### src/rtl/instr_sequencer_pkg.sv
// Shared definitions for the instruction sequencer: opcode values, default widths and
// FSM state encoding. Imported by instr_sequencer.
package instr_sequencer_pkg;

  localparam int unsigned SeqAddrW = 5;
  localparam int unsigned SeqDataW = 16;

  localparam logic [3:0] HaltOpcode = 4'hF;
  localparam logic [3:0] LoopOpcode = 4'hE;

  typedef enum logic [1:0] {
    StIdle,
    StLoad,
    StRun,
    StDone
  } seq_state_e;

endpackage

### src/rtl/instr_seq_ram.sv
// Program store for the instruction sequencer: 2**ADDR_W x DATA_W words, synchronous write,
// synchronous (registered) read. Contents are not reset.
// Ports:
//   clock    in   rising-edge clock
//   we       in   write enable
//   wr_addr  in   write address
//   wr_data  in   write data
//   rd_addr  in   read address, sampled every cycle
//   rd_data  out  word at rd_addr from the previous cycle
module instr_seq_ram #(
  parameter int unsigned ADDR_W = 5,
  parameter int unsigned DATA_W = 16
) (
  input  logic              clock,
  input  logic              we,
  input  logic [ADDR_W-1:0] wr_addr,
  input  logic [DATA_W-1:0] wr_data,
  input  logic [ADDR_W-1:0] rd_addr,
  output logic [DATA_W-1:0] rd_data
);

  logic [DATA_W-1:0] mem [2**ADDR_W];

  always_ff @(posedge clock) begin
    if (we) begin
      mem[wr_addr] <= wr_data;
    end
    rd_data <= mem[rd_addr];
  end

endmodule

### src/rtl/instr_sequencer.sv
// Program loader and sequencer feeding 16-bit instructions (opcode|f1|f2|f3) to the datapath.
// A host streams a program in (load_valid/load_ready/load_last), pulses start, and the
// sequencer issues one word per cycle under a stall handshake until a HALT opcode or the end
// of the program, then pulses done. The word after the presented one is always prefetched from
// the RAM so the end of the sequence is known at hand-off time.
// Ports:
//   clock, reset_n          clock, asynchronous active-low reset
//   load_valid/ready/data/last  program load stream
//   start                   1-cycle pulse, run from address 0
//   stall                   datapath not ready, hold presented word
//   instr_out/instr_valid/pc    issued instruction, valid flag and its address
//   busy                    high while loading or running
//   done                    1-cycle pulse at the end of a run
// Build option: define SEQ_LOOP_EN to make opcode 4'hE a single-level LOOP consumed internally.
module instr_sequencer
  import instr_sequencer_pkg::*;
#(
  parameter int unsigned ADDR_W      = SeqAddrW,
  parameter int unsigned DATA_W      = SeqDataW,
  parameter logic [3:0]  HALT_OPCODE = HaltOpcode
) (
  input  logic              clock,
  input  logic              reset_n,
  input  logic              load_valid,
  output logic              load_ready,
  input  logic [DATA_W-1:0] load_data,
  input  logic              load_last,
  input  logic              start,
  input  logic              stall,
  output logic [DATA_W-1:0] instr_out,
  output logic              instr_valid,
  output logic [ADDR_W-1:0] pc,
  output logic              busy,
  output logic              done
);

  seq_state_e state_q, state_d;

  logic [ADDR_W:0]   wr_ptr_q, prog_len_q;
  logic [ADDR_W:0]   fetch_q;     // address of the word currently on rd_data
  logic [ADDR_W:0]   fetch_nxt;
  logic              full_q;      // last load filled the RAM; blocks beats until valid drops
  logic [DATA_W-1:0] instr_q;
  logic [ADDR_W-1:0] pc_q;
  logic              valid_q;

  logic              we;
  logic [ADDR_W-1:0] wr_addr, rd_addr;
  logic [DATA_W-1:0] rd_data;

  logic              accept, start_ok, take, at_top, load_end, fetch_end;
  logic              is_loop, loop_jump;
  logic [3:0]        fetch_op;

  instr_seq_ram #(
    .ADDR_W (ADDR_W),
    .DATA_W (DATA_W)
  ) u_ram (
    .clock   (clock),
    .we      (we),
    .wr_addr (wr_addr),
    .wr_data (load_data),
    .rd_addr (rd_addr),
    .rd_data (rd_data)
  );

  assign accept    = load_valid & load_ready;
  assign start_ok  = (state_q == StIdle) & start & (prog_len_q != '0);
  // Output register can take a new word: empty, or current word handed off this cycle.
  assign take      = (state_q == StRun) & (~valid_q | ~stall);
  assign at_top    = (wr_ptr_q[ADDR_W-1:0] == '1);
  assign load_end  = (state_q == StLoad) & accept & (load_last | at_top);
  assign fetch_op  = rd_data[DATA_W-1 -: 4];
  assign fetch_end = (fetch_q >= prog_len_q) | (fetch_op == HALT_OPCODE);

`ifdef SEQ_LOOP_EN
  logic            loop_active_q;
  logic [3:0]      loop_cnt_q;
  logic [ADDR_W:0] loop_addr_q;
  logic            loop_same;
  logic [3:0]      loop_n;

  assign loop_n    = rd_data[DATA_W-5 -: 4];
  assign is_loop   = (fetch_op == LoopOpcode) & ~fetch_end;
  // Re-meeting the active loop's own LOOP word; any other LOOP while active falls through.
  assign loop_same = loop_active_q & (loop_addr_q == fetch_q);
  // cnt==1 on a re-encounter means this decrement reaches zero: fall through.
  assign loop_jump = is_loop & (loop_same ? (loop_cnt_q != 4'd1)
                                          : (~loop_active_q & (loop_n != 4'd0)));
  assign fetch_nxt = loop_jump ? {1'b0, rd_data[ADDR_W-1:0]} : fetch_q + 1'b1;

  always_ff @(posedge clock or negedge reset_n) begin
    if (!reset_n) begin
      loop_active_q <= 1'b0;
      loop_cnt_q    <= '0;
      loop_addr_q   <= '0;
    end else if (start_ok) begin
      loop_active_q <= 1'b0;
    end else if (take & is_loop) begin
      if (loop_jump) begin
        if (loop_same) begin
          loop_cnt_q <= loop_cnt_q - 1'b1;
        end else begin
          loop_active_q <= 1'b1;
          loop_cnt_q    <= loop_n;
          loop_addr_q   <= fetch_q;
        end
      end else if (loop_same) begin
        loop_active_q <= 1'b0;
      end
    end
  end
`else
  assign is_loop   = 1'b0;
  assign loop_jump = 1'b0;
  assign fetch_nxt = fetch_q + 1'b1;
`endif

  // State register
  always_ff @(posedge clock or negedge reset_n) begin
    if (!reset_n) begin
      state_q <= StIdle;
    end else begin
      state_q <= state_d;
    end
  end

  // Next-state logic; start wins over a simultaneous load beat in IDLE
  always_comb begin
    state_d = state_q;
    unique case (state_q)
      StIdle: begin
        if (start_ok) begin
          state_d = StRun;
        end else if (accept & ~load_last) begin
          state_d = StLoad;
        end
      end
      StLoad:  if (load_end) state_d = StIdle;
      StRun:   if (take & fetch_end) state_d = StDone;
      StDone:  state_d = StIdle;
      default: state_d = StIdle;
    endcase
  end

  // Outputs and RAM control
  always_comb begin
    load_ready = ((state_q == StIdle) & ~start & ~full_q) | (state_q == StLoad);
    busy       = (state_q == StLoad) | (state_q == StRun);
    done       = (state_q == StDone);
    we         = accept;
    wr_addr    = (state_q == StLoad) ? wr_ptr_q[ADDR_W-1:0] : '0;
    rd_addr    = '0;
    if (state_q == StRun) begin
      rd_addr = (take & ~fetch_end) ? fetch_nxt[ADDR_W-1:0] : fetch_q[ADDR_W-1:0];
    end
  end

  // Load pointers and issue pipeline
  always_ff @(posedge clock or negedge reset_n) begin
    if (!reset_n) begin
      wr_ptr_q   <= '0;
      prog_len_q <= '0;
      fetch_q    <= '0;
      full_q     <= 1'b0;
      instr_q    <= '0;
      pc_q       <= '0;
      valid_q    <= 1'b0;
    end else begin
      unique case (state_q)
        StIdle: begin
          if (start_ok) begin
            fetch_q <= '0;
            full_q  <= 1'b0;
          end else if (accept) begin
            wr_ptr_q <= (ADDR_W+1)'(1);
            if (load_last) prog_len_q <= (ADDR_W+1)'(1);
          end else if (!load_valid) begin
            full_q <= 1'b0;
          end
        end
        StLoad: begin
          if (accept) begin
            wr_ptr_q <= wr_ptr_q + 1'b1;
            if (load_end) begin
              prog_len_q <= wr_ptr_q + 1'b1;
              full_q     <= at_top & ~load_last;
            end
          end
        end
        StRun: begin
          if (take) begin
            if (fetch_end) begin
              valid_q <= 1'b0;
            end else if (is_loop) begin
              valid_q <= 1'b0;
              fetch_q <= fetch_nxt;
            end else begin
              instr_q <= rd_data;
              pc_q    <= fetch_q[ADDR_W-1:0];
              valid_q <= 1'b1;
              fetch_q <= fetch_nxt;
            end
          end
        end
        default: ;
      endcase
    end
  end

  assign instr_out   = instr_q;
  assign instr_valid = valid_q;
  assign pc          = pc_q;

endmodule

### config.mk
export PLATFORM = sky130hd
export DESIGN_NAME = instr_sequencer
export DESIGN_NICKNAME = d
export VERILOG_FILES = /design/src/rtl/instr_sequencer_pkg.sv /design/src/rtl/instr_seq_ram.sv /design/src/rtl/instr_sequencer.sv
export SDC_FILE = /design/constraint.sdc
export NUM_CORES = 1
export LEC_CHECK = 0
export BUFFER_PORTS_ARGS = -buffer_cell sky130_fd_sc_hd__clkbuf_2
export CAP_MARGIN = 20
export CORE_ASPECT_RATIO = 1.2
export CORE_MARGIN = 2
export CORE_UTILIZATION = 54
export DETAILED_ROUTE_END_ITERATION = 16
export PLACE_DENSITY = 0.67
export SYNTH_ARGS = -nofsm -noshare
export SYNTH_HDL_FRONTEND = slang
export SYNTH_SLANG_ARGS = --single-unit
export TNS_END_PERCENT = 5
### constraint.sdc
create_clock -name clock -period 3.4 [get_ports clock]
set_input_delay 0.68 -clock clock [delete_from_list [all_inputs] [get_ports clock]]
set_output_delay 0.68 -clock clock [all_outputs]
set_load 0.03 [all_outputs]
==> flow_summary.toml <==
[outcome]
status = "complete, no violations"

[floorplan]
ios = 47
dieHeight_um = 229
die_x_um = 192
initial_core_util_pct = 54.8
die-area_sq_um = 44000
design.core.area_sq_um = 41800
placementRows = 82

[logic_synthesis]
syn_avg_cell_area_sq_um = 14.7
syn_nets = 1592
synth_area_sq_um = 22900
synth_edf_count = 512
synthDistinctLibCells = 71
ys_warn_count = 0
seq_area_frac_synth_pct = 73.3
synth_flop_cell = "edfxtp_1"
synth_seq_cells = 571
syn_inst = 1556
async_reset_ff_share_pct = 7.53

[placement]
dp_hpwl_um = 37800
port_buffers = 46
place_ws_ps = -103
routabilityCongestion = 0.908

[timing]
fin_crit_sh_pct = 97.1
grt_setup_unrepaired = "yes"
finalHoldViolations = 0
fin_ws_ps = 97.9
slew_headroom_pct = 35.5
fmaxAchievable_mhz = 303
setup_viol = 0
worstMarginPinSlew_ps = 967
fin_skew_ps = 25.5
fin_crit_ps = 3300
maxSlewViolCount = 0

[cts]
cts_tree = "yes"
htreeDepth = 2
clk_latency_ps = 620
cts_buffers = 53
cts_sinks = 571
clk_pin_slew_ps = 60
cts_root_buf = "clkbuf_16"
hold_buffers = 0
clk_path_buf_depth = 3

[setup_path]
path_max_fanout = 32
critPathKind = "reg -> reg"
cp.required_ps = 3860
worstSetupStartpointType = "flip-flop"
cp-end-kind = "flip-flop"
critPathArrivalTime_ps = 3770

[detailed_routing]
ant_nets = 0
drt_iter0_markers = 1490
vias = 14600
routed_wl_um = 61100
avgRoutedWirePerCell_um = 26.9
first_pass_iters = 6
viasPerCell = 6.40
drc = 0

[pwr]
power_density_nw_per_um2 = 664
p_leak_nw = 9.25
peakVddDrop_uv = 682
p_total_mw = 17.6

[final_layout]
mostFrequentLayoutCells = "edfxtp_1, nand2_1, buf_4, nand3_1, mux2i_1"
diodes = 0
nNetsFinal = 1725
final_common_cell = "edfxtp_1"
drive_gt1_share_pct = 18.5
syn_to_final_growth_pct = 15.6

[global_route]
grt_pass1_wl_um = 89100
grt_usage_pct = 27.8
antenna_found_initial = 1
grt_pass1_vias = 14100
grt-ovfl-total = 0
grt_max_degree = 45

[run]
maxCapViolations = 0

[min_path]
hold_path.class = "in -> async"
## critical path, stage by stage (launching register included)
cell       delay, ps
dfrtp_1          350
clkinv_1          90
ha_1             270
nand2b_4         150
a21o_1           200
a211oi_2         200
buf_6            180
mux2_8           480
buf_4            240
a32oi_1          190
o21ai_1          130
a2111oi_1        520
nor4_2           140
## final cells by class
type / count / area, sq um
Fill cell: 2976 / 15300
Tap cell: 546 / 683
Timing Repair Buffer: 180 / 1540
Sequential cell: 571 / 16800
Multi-Input combinational cell: 869 / 5770
Inverter: 14 / 52.6
Clock buffer: 68 / 1400
Clock inverter: 27 / 233
## flip-flops by register name, indices dropped and copies added, names as in the netlist
register,cells
u_ram.mem,512
instr_out,16
u_ram.rd_data,16
fetch_q,6
prog_len_q,6
wr_ptr_q,6
pc,5
state_q,2
full_q,1
instr_valid,1
## cells by family after synthesis
logic type      after synthesis  share of synthesized area (%)
xor+xnor                      5                          0.191
fa+ha+maj                    14                          0.766
buf+inv                     116                           2.20
mux                          89                           4.11
compound gates              312                           10.6
simple gates                449                           8.81
flops                       571                           73.3
## where the power goes
part           switching [mW]  internal (mW)
logic                    2.34           1.32
clock network            2.50           3.14
registers               0.234           8.01
## through the flow
stage | instance area, sq um | hold slack, ps | util [%] | setup TNS (ps) | std cells
CTS | 26300 | 210 | 62.9 | -77.1 | 2270
floorplan | 22900 | 384 | - | 0 | 1556
finish | 26400 | 204 | 63.3 | 0 | 2275
detailed placement | 24600 | 450 | 58.9 | -181 | 2172
global placement | 24600 | 447 | 58.9 | -172 | 2172
global route | 26400 | 255 | 63.3 | -115 | 2275
## timing repair
item | CTS | global route
cloned | 1 | 1
pin swaps | 0 | 4
buffers inserted | 2 | 4
resized for setup | 2 | 22
endpoints found under the setup margin | 4 | 16
## worst paths after layout
kind | from | to | slack (ps) | depth (start not counted)
setup / recovery | fetch_q[0] | u_ram.rd_data[13] | 100 | 12
hold / removal | reset_n | full_q | 200 | 1
setup reg to reg | fetch_q[0] | u_ram.rd_data[13] | 100 | 12
hold reg to reg | u_ram.rd_data[3] | instr_out[3] | 460 | 1
max in group asynchronous | reset_n | pc[0] | 2440 | 2
min in group clock | stall | instr_valid | 370 | 3
## cells in the mapped netlist, types with 19 or more instances
master | number | area (sq um)
a211oi_1 | 32 | 240
a21oi_1 | 31 | 155
a221o_1 | 30 | 300
a32oi_1 | 46 | 403
buf_2 | 36 | 180
clkbuf_1 | 52 | 195
dfrtp_1 | 43 | 1080
edfxtp_1 | 512 | 15400
mux2_2 | 28 | 315
mux2i_1 | 58 | 581
nand2_1 | 218 | 818
nand3_1 | 100 | 500
nand4_1 | 19 | 119
nor2_1 | 54 | 203
nor3_1 | 19 | 95.1
o211ai_1 | 27 | 203
o21ai_0 | 27 | 135
o22ai_1 | 29 | 181
## metal layers
layer | up-vias | wire, um | share of wire, % | track usage (%)
li1 | 6403 | - | - | -
met1 | 7348 | 24100 | 39 | 36.8
met2 | 656 | 30000 | 49 | 45.7
met3 | 141 | 4480 | 7.3 | 4.70
met4 | 2 | 2520 | 4.1 | 11.5
met5 | - | 8 | 0.013 | 0
Note: power is estimated with default switching activity, not from simulation.
